==> src/rtl/data_memory_lsu_pkg.sv <==
// Shared types and helpers for the load/store data memory.
// Lane masks and load extension are computed at a fixed maximum width.
package data_memory_lsu_pkg;

  typedef enum logic {
    INIT,
    RUN
  } state_t;

  localparam logic [1:0] SZ_BYTE = 2'd0;
  localparam logic [1:0] SZ_HALF = 2'd1;
  localparam logic [1:0] SZ_WORD = 2'd2;

  // Widest supported data word; callers slice results down to W.
  localparam int MAX_W   = 256;
  localparam int MAX_B   = MAX_W / 8;
  localparam int MAX_OFF = $clog2(MAX_B);

  // Byte-enable mask for an access of 2**size bytes at byte lane.
  function automatic logic [MAX_B-1:0] be_mask(
    input logic [1:0]         size,
    input logic [MAX_OFF-1:0] lane
  );
    logic [MAX_B-1:0] m;
    m = (MAX_B'(1) << (32'd1 << size)) - MAX_B'(1);
    return m << lane;
  endfunction

  // Extend the low 8*2**size bits of data to the full width.
  function automatic logic [MAX_W-1:0] extend(
    input logic [MAX_W-1:0] data,
    input logic [1:0]       size,
    input logic             is_unsigned
  );
    logic [MAX_W-1:0] r;
    logic             fill;
    int               bits;
    bits = 8 << size;
    fill = is_unsigned ? 1'b0 : data[bits-1];
    for (int i = 0; i < MAX_W; i++) begin
      r[i] = (i < bits) ? data[i] : fill;
    end
    return r;
  endfunction

endpackage

==> src/rtl/data_memory_lsu_array.sv <==
// Byte-enabled single-port RAM with a registered read port.
// With DATA_MEMORY_LSU_PARITY_EN each byte lane also keeps an even-parity bit.
module data_memory_lsu_array #(
  parameter int W = 32,
  parameter int N = 5,
  localparam int BYTES = W / 8,
  localparam int DEPTH = 2 ** N
) (
  input  logic             clk,
  input  logic             we,
  input  logic             re,
  input  logic [BYTES-1:0] be,
  input  logic [N-1:0]     addr,
  input  logic [W-1:0]     wdata,
`ifdef DATA_MEMORY_LSU_PARITY_EN
  output logic [BYTES-1:0] rpar,
`endif
  output logic [W-1:0]     rdata
);

  logic [W-1:0] mem [DEPTH];

`ifdef DATA_MEMORY_LSU_PARITY_EN
  logic [BYTES-1:0] mem_par [DEPTH];
`endif

  // Per-lane write and registered whole-word read on the same port.
  always_ff @(posedge clk) begin
    if (we) begin
      for (int b = 0; b < BYTES; b++) begin
        if (be[b]) begin
          mem[addr][8*b +: 8] <= wdata[8*b +: 8];
`ifdef DATA_MEMORY_LSU_PARITY_EN
          mem_par[addr][b] <= ^wdata[8*b +: 8];
`endif
        end
      end
    end
    if (re) begin
      rdata <= mem[addr];
`ifdef DATA_MEMORY_LSU_PARITY_EN
      rpar <= mem_par[addr];
`endif
    end
  end

endmodule

==> src/rtl/data_memory_lsu.sv <==
// Byte-addressed load/store front end with hardware clear over a data RAM.
// Optional per-lane parity: define DATA_MEMORY_LSU_PARITY_EN.
module data_memory_lsu
  import data_memory_lsu_pkg::*;
#(
  parameter int         W        = 32,
  parameter int         N        = 5,
  parameter logic [W-1:0] INIT_VAL = '0,
  localparam int BYTES = W / 8,
  localparam int OFF   = $clog2(BYTES),
  localparam int A     = N + OFF
) (
  input  logic         clk,
  input  logic         rst,
  input  logic         clr,
  input  logic         req_valid,
  output logic         req_ready,
  input  logic         req_we,
  input  logic [1:0]   req_size,
  input  logic         req_unsigned,
  input  logic [A-1:0] req_addr,
  input  logic [W-1:0] req_wdata,
  output logic         resp_valid,
  output logic [W-1:0] resp_data,
  output logic         resp_err,
  output logic         init_busy
);

  state_t state_q, state_d;
  logic [N-1:0] idx_q, idx_d;

  logic         accept;
  logic         size_ok;
  logic         aligned;
  logic         legal;
  logic [A-1:0] low_mask;
  logic [OFF-1:0] lane;
  logic [N-1:0] widx;

  logic [MAX_OFF-1:0] lane_ext;
  logic [MAX_B-1:0]   be_full;
  logic [W-1:0]       rep_data;

  logic             arr_we;
  logic             arr_re;
  logic [BYTES-1:0] arr_be;
  logic [N-1:0]     arr_addr;
  logic [W-1:0]     arr_wdata;
  logic [W-1:0]     arr_rdata;
`ifdef DATA_MEMORY_LSU_PARITY_EN
  logic [BYTES-1:0] arr_rpar;
`endif

  logic           rv_q;
  logic           load_q;
  logic           err_q;
  logic           uns_q;
  logic [1:0]     size_q;
  logic [OFF-1:0] lane_q;

  logic [W-1:0]     shifted;
  logic [MAX_W-1:0] ext_in;
  logic [MAX_W-1:0] ext_out;
  logic             par_err;
  logic             unused_hi;

  assign lane      = req_addr[OFF-1:0];
  assign widx      = req_addr[A-1:OFF];
  assign req_ready = !rst && (state_q == RUN) && !clr;
  assign init_busy = rst || (state_q == INIT);
  assign accept    = req_valid && req_ready;
  assign size_ok   = int'(req_size) <= OFF;
  assign low_mask  = (A'(1) << req_size) - A'(1);
  assign aligned   = (req_addr & low_mask) == '0;
  assign legal     = size_ok && aligned;

  // Store lane steering: mask from size/offset, data replicated to every lane.
  always_comb begin
    lane_ext = '0;
    lane_ext[OFF-1:0] = lane;
    be_full = be_mask(req_size, lane_ext);
    rep_data = '0;
    for (int b = 0; b < BYTES; b++) begin
      rep_data[8*b +: 8] =
        req_wdata[8*(b & ((32'd1 << req_size) - 1)) +: 8];
    end
  end

  // Clear sequencer / request FSM: next state and array controls.
  always_comb begin
    state_d   = state_q;
    idx_d     = idx_q;
    arr_we    = 1'b0;
    arr_re    = 1'b0;
    arr_be    = '0;
    arr_addr  = widx;
    arr_wdata = rep_data;
    unique case (state_q)
      INIT: begin
        arr_we    = 1'b1;
        arr_be    = '1;
        arr_addr  = idx_q;
        arr_wdata = INIT_VAL;
        if (clr) begin
          idx_d = '0;
        end else begin
          idx_d = idx_q + N'(1);
          if (idx_q == '1) state_d = RUN;
        end
      end
      RUN: begin
        if (clr) begin
          state_d = INIT;
          idx_d   = '0;
        end else if (accept) begin
          arr_we = req_we && legal;
          arr_be = be_full[BYTES-1:0];
          arr_re = !req_we;
        end
      end
      default: begin
        state_d = INIT;
        idx_d   = '0;
      end
    endcase
  end

  // FSM state and clear index.
  always_ff @(posedge clk) begin
    if (rst) begin
      state_q <= INIT;
      idx_q   <= '0;
    end else begin
      state_q <= state_d;
      idx_q   <= idx_d;
    end
  end

  // Response tracking: access attributes travel with the registered read.
  always_ff @(posedge clk) begin
    if (rst) begin
      rv_q   <= 1'b0;
      load_q <= 1'b0;
      err_q  <= 1'b0;
      uns_q  <= 1'b0;
      size_q <= '0;
      lane_q <= '0;
    end else begin
      rv_q <= accept;
      if (accept) begin
        load_q <= !req_we;
        err_q  <= !legal;
        uns_q  <= req_unsigned;
        size_q <= req_size;
        lane_q <= lane;
      end
    end
  end

  data_memory_lsu_array #(
    .W(W),
    .N(N)
  ) u_array (
    .clk   (clk),
    .we    (arr_we),
    .re    (arr_re),
    .be    (arr_be),
    .addr  (arr_addr),
    .wdata (arr_wdata),
`ifdef DATA_MEMORY_LSU_PARITY_EN
    .rpar  (arr_rpar),
`endif
    .rdata (arr_rdata)
  );

  // Load path: shift the addressed lane down, then extend.
  always_comb begin
    shifted = arr_rdata >> {lane_q, 3'b000};
    ext_in = '0;
    ext_in[W-1:0] = shifted;
    ext_out = extend(ext_in, size_q, uns_q);
  end

  // Parity check across every lane of the read word.
  always_comb begin
    par_err = 1'b0;
`ifdef DATA_MEMORY_LSU_PARITY_EN
    for (int b = 0; b < BYTES; b++) begin
      if ((^arr_rdata[8*b +: 8]) != arr_rpar[b]) par_err = 1'b1;
    end
`endif
  end

  assign unused_hi = ^{ext_out[MAX_W-1:W], be_full[MAX_B-1:BYTES]};

  assign resp_valid = rv_q;
  assign resp_err   = rv_q && (err_q || (load_q && par_err));
  assign resp_data  = (rv_q && load_q && !err_q) ? ext_out[W-1:0] : '0;

endmodule

==> config.mk <==
export PLATFORM = sky130hd
export DESIGN_NAME = data_memory_lsu
export DESIGN_NICKNAME = d
export VERILOG_FILES = /design/src/rtl/data_memory_lsu_pkg.sv /design/src/rtl/data_memory_lsu_array.sv /design/src/rtl/data_memory_lsu.sv
export SDC_FILE = /design/constraint.sdc
export NUM_CORES = 1
export LEC_CHECK = 0
export CAP_MARGIN = 25
export CORE_ASPECT_RATIO = 0.9
export CORE_MARGIN = 4
export CORE_UTILIZATION = 40
export CTS_BUF_LIST = sky130_fd_sc_hd__clkbuf_16
export DETAILED_ROUTE_END_ITERATION = 8
export DONT_BUFFER_PORTS = 1
export PLACE_DENSITY_LB_ADDON = 0.05
export SLEW_MARGIN = 25
export SYNTH_ARGS = -nofsm -noshare
export SYNTH_HDL_FRONTEND = slang
export SYNTH_SLANG_ARGS = --single-unit
==> constraint.sdc <==
create_clock -name clk -period 10.1 [get_ports clk]
set_input_delay 1.515 -clock clk [delete_from_list [all_inputs] [get_ports clk]]
set_output_delay 1.515 -clock clk [all_outputs]
set_load 0.03 [all_outputs]
==> flow_metrics.env <==
export IMPL_yosysTopAreaCellShare_pct=74.6
export IMPL_ys_async_sr_fraction_pct=0
export IMPL_synth_enable_flop_cells=1056
export IMPL_p_switching_mw=1.87
export IMPL_core_area_um2=105000
export IMPL_dieHeight_um=317
export IMPL_yosys_top_cells_area="edfxtp_1 75%, mux2i_1 13%, o22ai_1 3.8%"
export IMPL_yosysWarnings=0
export IMPL_first_iter_violations=2435
export IMPL_place_ws_ns=4.49
export IMPL_endpoint_kind="register"
export IMPL_hold_viol=0
export IMPL_grt_pass1_vias=23400
export IMPL_ir_drop_mv=0.131
export IMPL_path_cells="buf_4, mux2_8, buf_4, buf_12, mux2i_1, o22ai_1, nor4_1, nand2_1"
export IMPL_synth_common_cells="1056 x edfxtp_1, 549 x mux2i_1, 256 x o22ai_1"
export IMPL_place_gp_congestion=0.858
export IMPL_drv_slew=0
export IMPL_ctsHtreeMaxLevel=3
export IMPL_hold_class="reg2reg"
export IMPL_wire_per_inst_um=32.0
export IMPL_yosysSeqAreaShare_pct=75.2
export IMPL_clk_insertion_delay_late_ns=0.71
export IMPL_period_needed_ns=4.94
export IMPL_p_leak_nw=16.2
export IMPL_die_w_um=352
export IMPL_cp_num_buf_inv=3
export IMPL_setup_slack_ns=5.16
export IMPL_ys_ff_latch=1070
export IMPL_min_path_cells=2
export IMPL_start_util_pct=40.3
export IMPL_hpwl_um=81600
export IMPL_num_rows=113
export IMPL_highest_layer="met5"
export IMPL_r2r_cells=8
export IMPL_floorplan_die_area_um2=112000
export IMPL_min_to="uns_q$_SDFFE_PP0P_"
export IMPL_internal_power_mw=7.02
export IMPL_p_per_area_nw_per_um2=182
export IMPL_startpoint_type="register"
export IMPL_timing_rr_end="u_array.rdata[0]$_DFFE_PP_"
export IMPL_grt_setup_unrepaired="false"
export IMPL_syn_to_final_growth_pct=14.7
export IMPL_post_cts_repair_setup_buffers=0
export IMPL_syn_area_per_cell_um2=17.0
export IMPL_drc_errors=0
export IMPL_critPathKind="reg2reg"
export IMPL_fin_tns_setup_ns=0
export IMPL_synth_main_ff_cell="edfxtp_1"
export IMPL_io_buffers=0
export IMPL_final_period_utilization_pct=48.9
export IMPL_p_comb_share_pct=3.0
export IMPL_vias_per_cell=5.85
export IMPL_syn_cell_area_um2=42500
export IMPL_r2r_start="state_q$_SDFF_PP0_"
export IMPL_met1Wirelength_um=61000
export IMPL_swShare_pct=21.1
export IMPL_routed_wl_um=131000
export IMPL_antenna_found_initial=15
export IMPL_grt_pass1_wl_um=182000
export IMPL_numCtsBuffers=113
export IMPL_dr_pass1_iters=5
export IMPL_crit_fanout=101
export IMPL_grt_start_max_net_pins=118
export IMPL_grt_overflow=0
export IMPL_syn_num_nets=2559
export IMPL_root_buffer="clkbuf_16"
export IMPL_grt_usage_pct=23.3
export IMPL_worstHoldStart="uns_q$_SDFFE_PP0P_"
export IMPL_synth_distinct_cells=48
export IMPL_cts_tree="done"
export IMPL_drive_above_1_share_pct=16.3
export IMPL_max_cap_violations=0
export IMPL_postCtsHoldBufs=0
export IMPL_final_antenna_net_count=0
export IMPL_cts_resized=0
export IMPL_slew_headroom_pct=29.4
export IMPL_cp_required_ns=10.49
export IMPL_yosysMostFrequentCell="edfxtp_1"
export IMPL_cts_sinks=1070
export IMPL_critPathSlowestCell="buf_4"
export IMPL_tightest_slew_ns=1.05
export IMPL_synthCells=2508
export IMPL_vias=23900
export IMPL_setup_violations_final=0
export IMPL_clk_pin_slew_ns=0.06
export IMPL_synth_top_cell_by_area="edfxtp_1"
export IMPL_ff2ff_setup_slack_ns=5.16
export IMPL_route_met3_wl_um=12300
export IMPL_route_met2_wl_um=54900
export IMPL_status="finished clean"
export IMPL_power_frac_clock_pct=42.6
export IMPL_crit_top_cell="buf_4"
export IMPL_critPathTopFamily="buffers and inverters"
export IMPL_max_freq_mhz=202
export IMPL_clock_path_buffers=3
export IMPL_fin_nets=2656
export IMPL_pin_count=83
export IMPL_cp_arrival_ns=5.33
export IMPL_p_seq_share_pct=54.3
export IMPL_cpPeakStageDelay_ns=0.80
export IMPL_fin_skew_ns=0.0325
==> power by group through the flow <==
stage	clock, mW	sequential [mW]	combinational [mW]
after global routing	4.06	4.83	0.282
after floorplan	0	4.93	0.177
after global placement	0	4.93	0.265
after CTS	3.87	4.83	0.268
after detailed placement	0	4.93	0.267
final	3.79	4.83	0.269
==> tightest hold or removal path, cell delays in order, from the launching register on <==
cell	delay (ns)
dfxtp_1	0.32
nand2_1	0.06
a21oi_1	0.06
==> layer usage <==
layer,track usage (%),vias up
li1,-,10300
met4,5.40,4
met2,32.9,986
met3,7.17,162
met1,35.1,12400
met5,0,-
==> cell families after synthesis <==
logic type      after synthesis  synth area share, %
flops                      1070                 75.2
mux                         553                 13.1
simple gates                355                 4.62
compound gates              354                 5.18
buf+inv                     168                 1.72
xor+xnor                      4               0.0824
fa+ha+maj                     4                0.118
==> flip-flops by register name, summed over array words and instances, names as in the netlist <==
register,flops
err_q,1
idx_q,5
lane_q,2
load_q,1
resp_valid,1
size_q,2
state_q,1
u_array.mem,1024
u_array.rdata,32
uns_q,1
==> worst max path at each step <==
stage | slack [ns] | depth (start not counted) | end | startpoint
after floorplan | 5.50 | 7 | u_array.mem[0][24]$_DFFE_PP_ | req_size[1]
after global placement | 4.51 | 7 | u_array.rdata[23]$_DFFE_PP_ | req_addr[2]
after detailed placement | 4.49 | 7 | u_array.rdata[20]$_DFFE_PP_ | req_addr[2]
after CTS | 5.20 | 8 | u_array.rdata[20]$_DFFE_PP_ | state_q$_SDFF_PP0_
after global routing | 5.00 | 8 | resp_data[26] | size_q[0]$_SDFFE_PP0P_
final | 5.16 | 8 | u_array.rdata[0]$_DFFE_PP_ | state_q$_SDFF_PP0_
==> final cells by class <==
type | instances | area, µm²
Clock buffer | 115 | 2880
Sequential cell | 1070 | 32000
Multi-Input combinational cell | 1270 | 10500
Clock inverter | 90 | 488
Timing Repair Buffer | 144 | 1140
Tap cell | 1380 | 1730
Fill cell | 9073 | 56700
Antenna cell | 13 | 32.5
Inverter | 6 | 22.5
==> cell usage in the layout (no fill, tap or decap), drive strengths merged, types with 5 or more instances in the layout <==
cell and instances:
clkbuf 115, nor3 130, mux2i 549, dfxtp 14, inv 30, nand2 73
a21oi 21, nor2 40, and2 9, nor4b 5, o22ai 256, nor4bb 6
nor2b 10, nand2b 6, diode 13, edfxtp 1056, buf 144, a211oi 17
a21o 8, nor4 65, o21ai 45, clkinv 61
==> metrics by stage <==
stage	total power [mW]	hold slack (ns)	cells	instance area (µm²)	util, %
6_report	8.90	0.479	4088	48800	46.2
5_1_grt	9.17	0.519	4075	48700	46.2
4_1_cts	8.97	0.477	4074	48700	46.1
3_5_place_dp	5.19	0.468	3869	45300	43.0
3_3_place_gp	5.19	0.464	3864	45000	42.7
2_1_floorplan	5.10	0.433	2508	42500	-
Note: power is estimated with default switching activity, not from simulation.
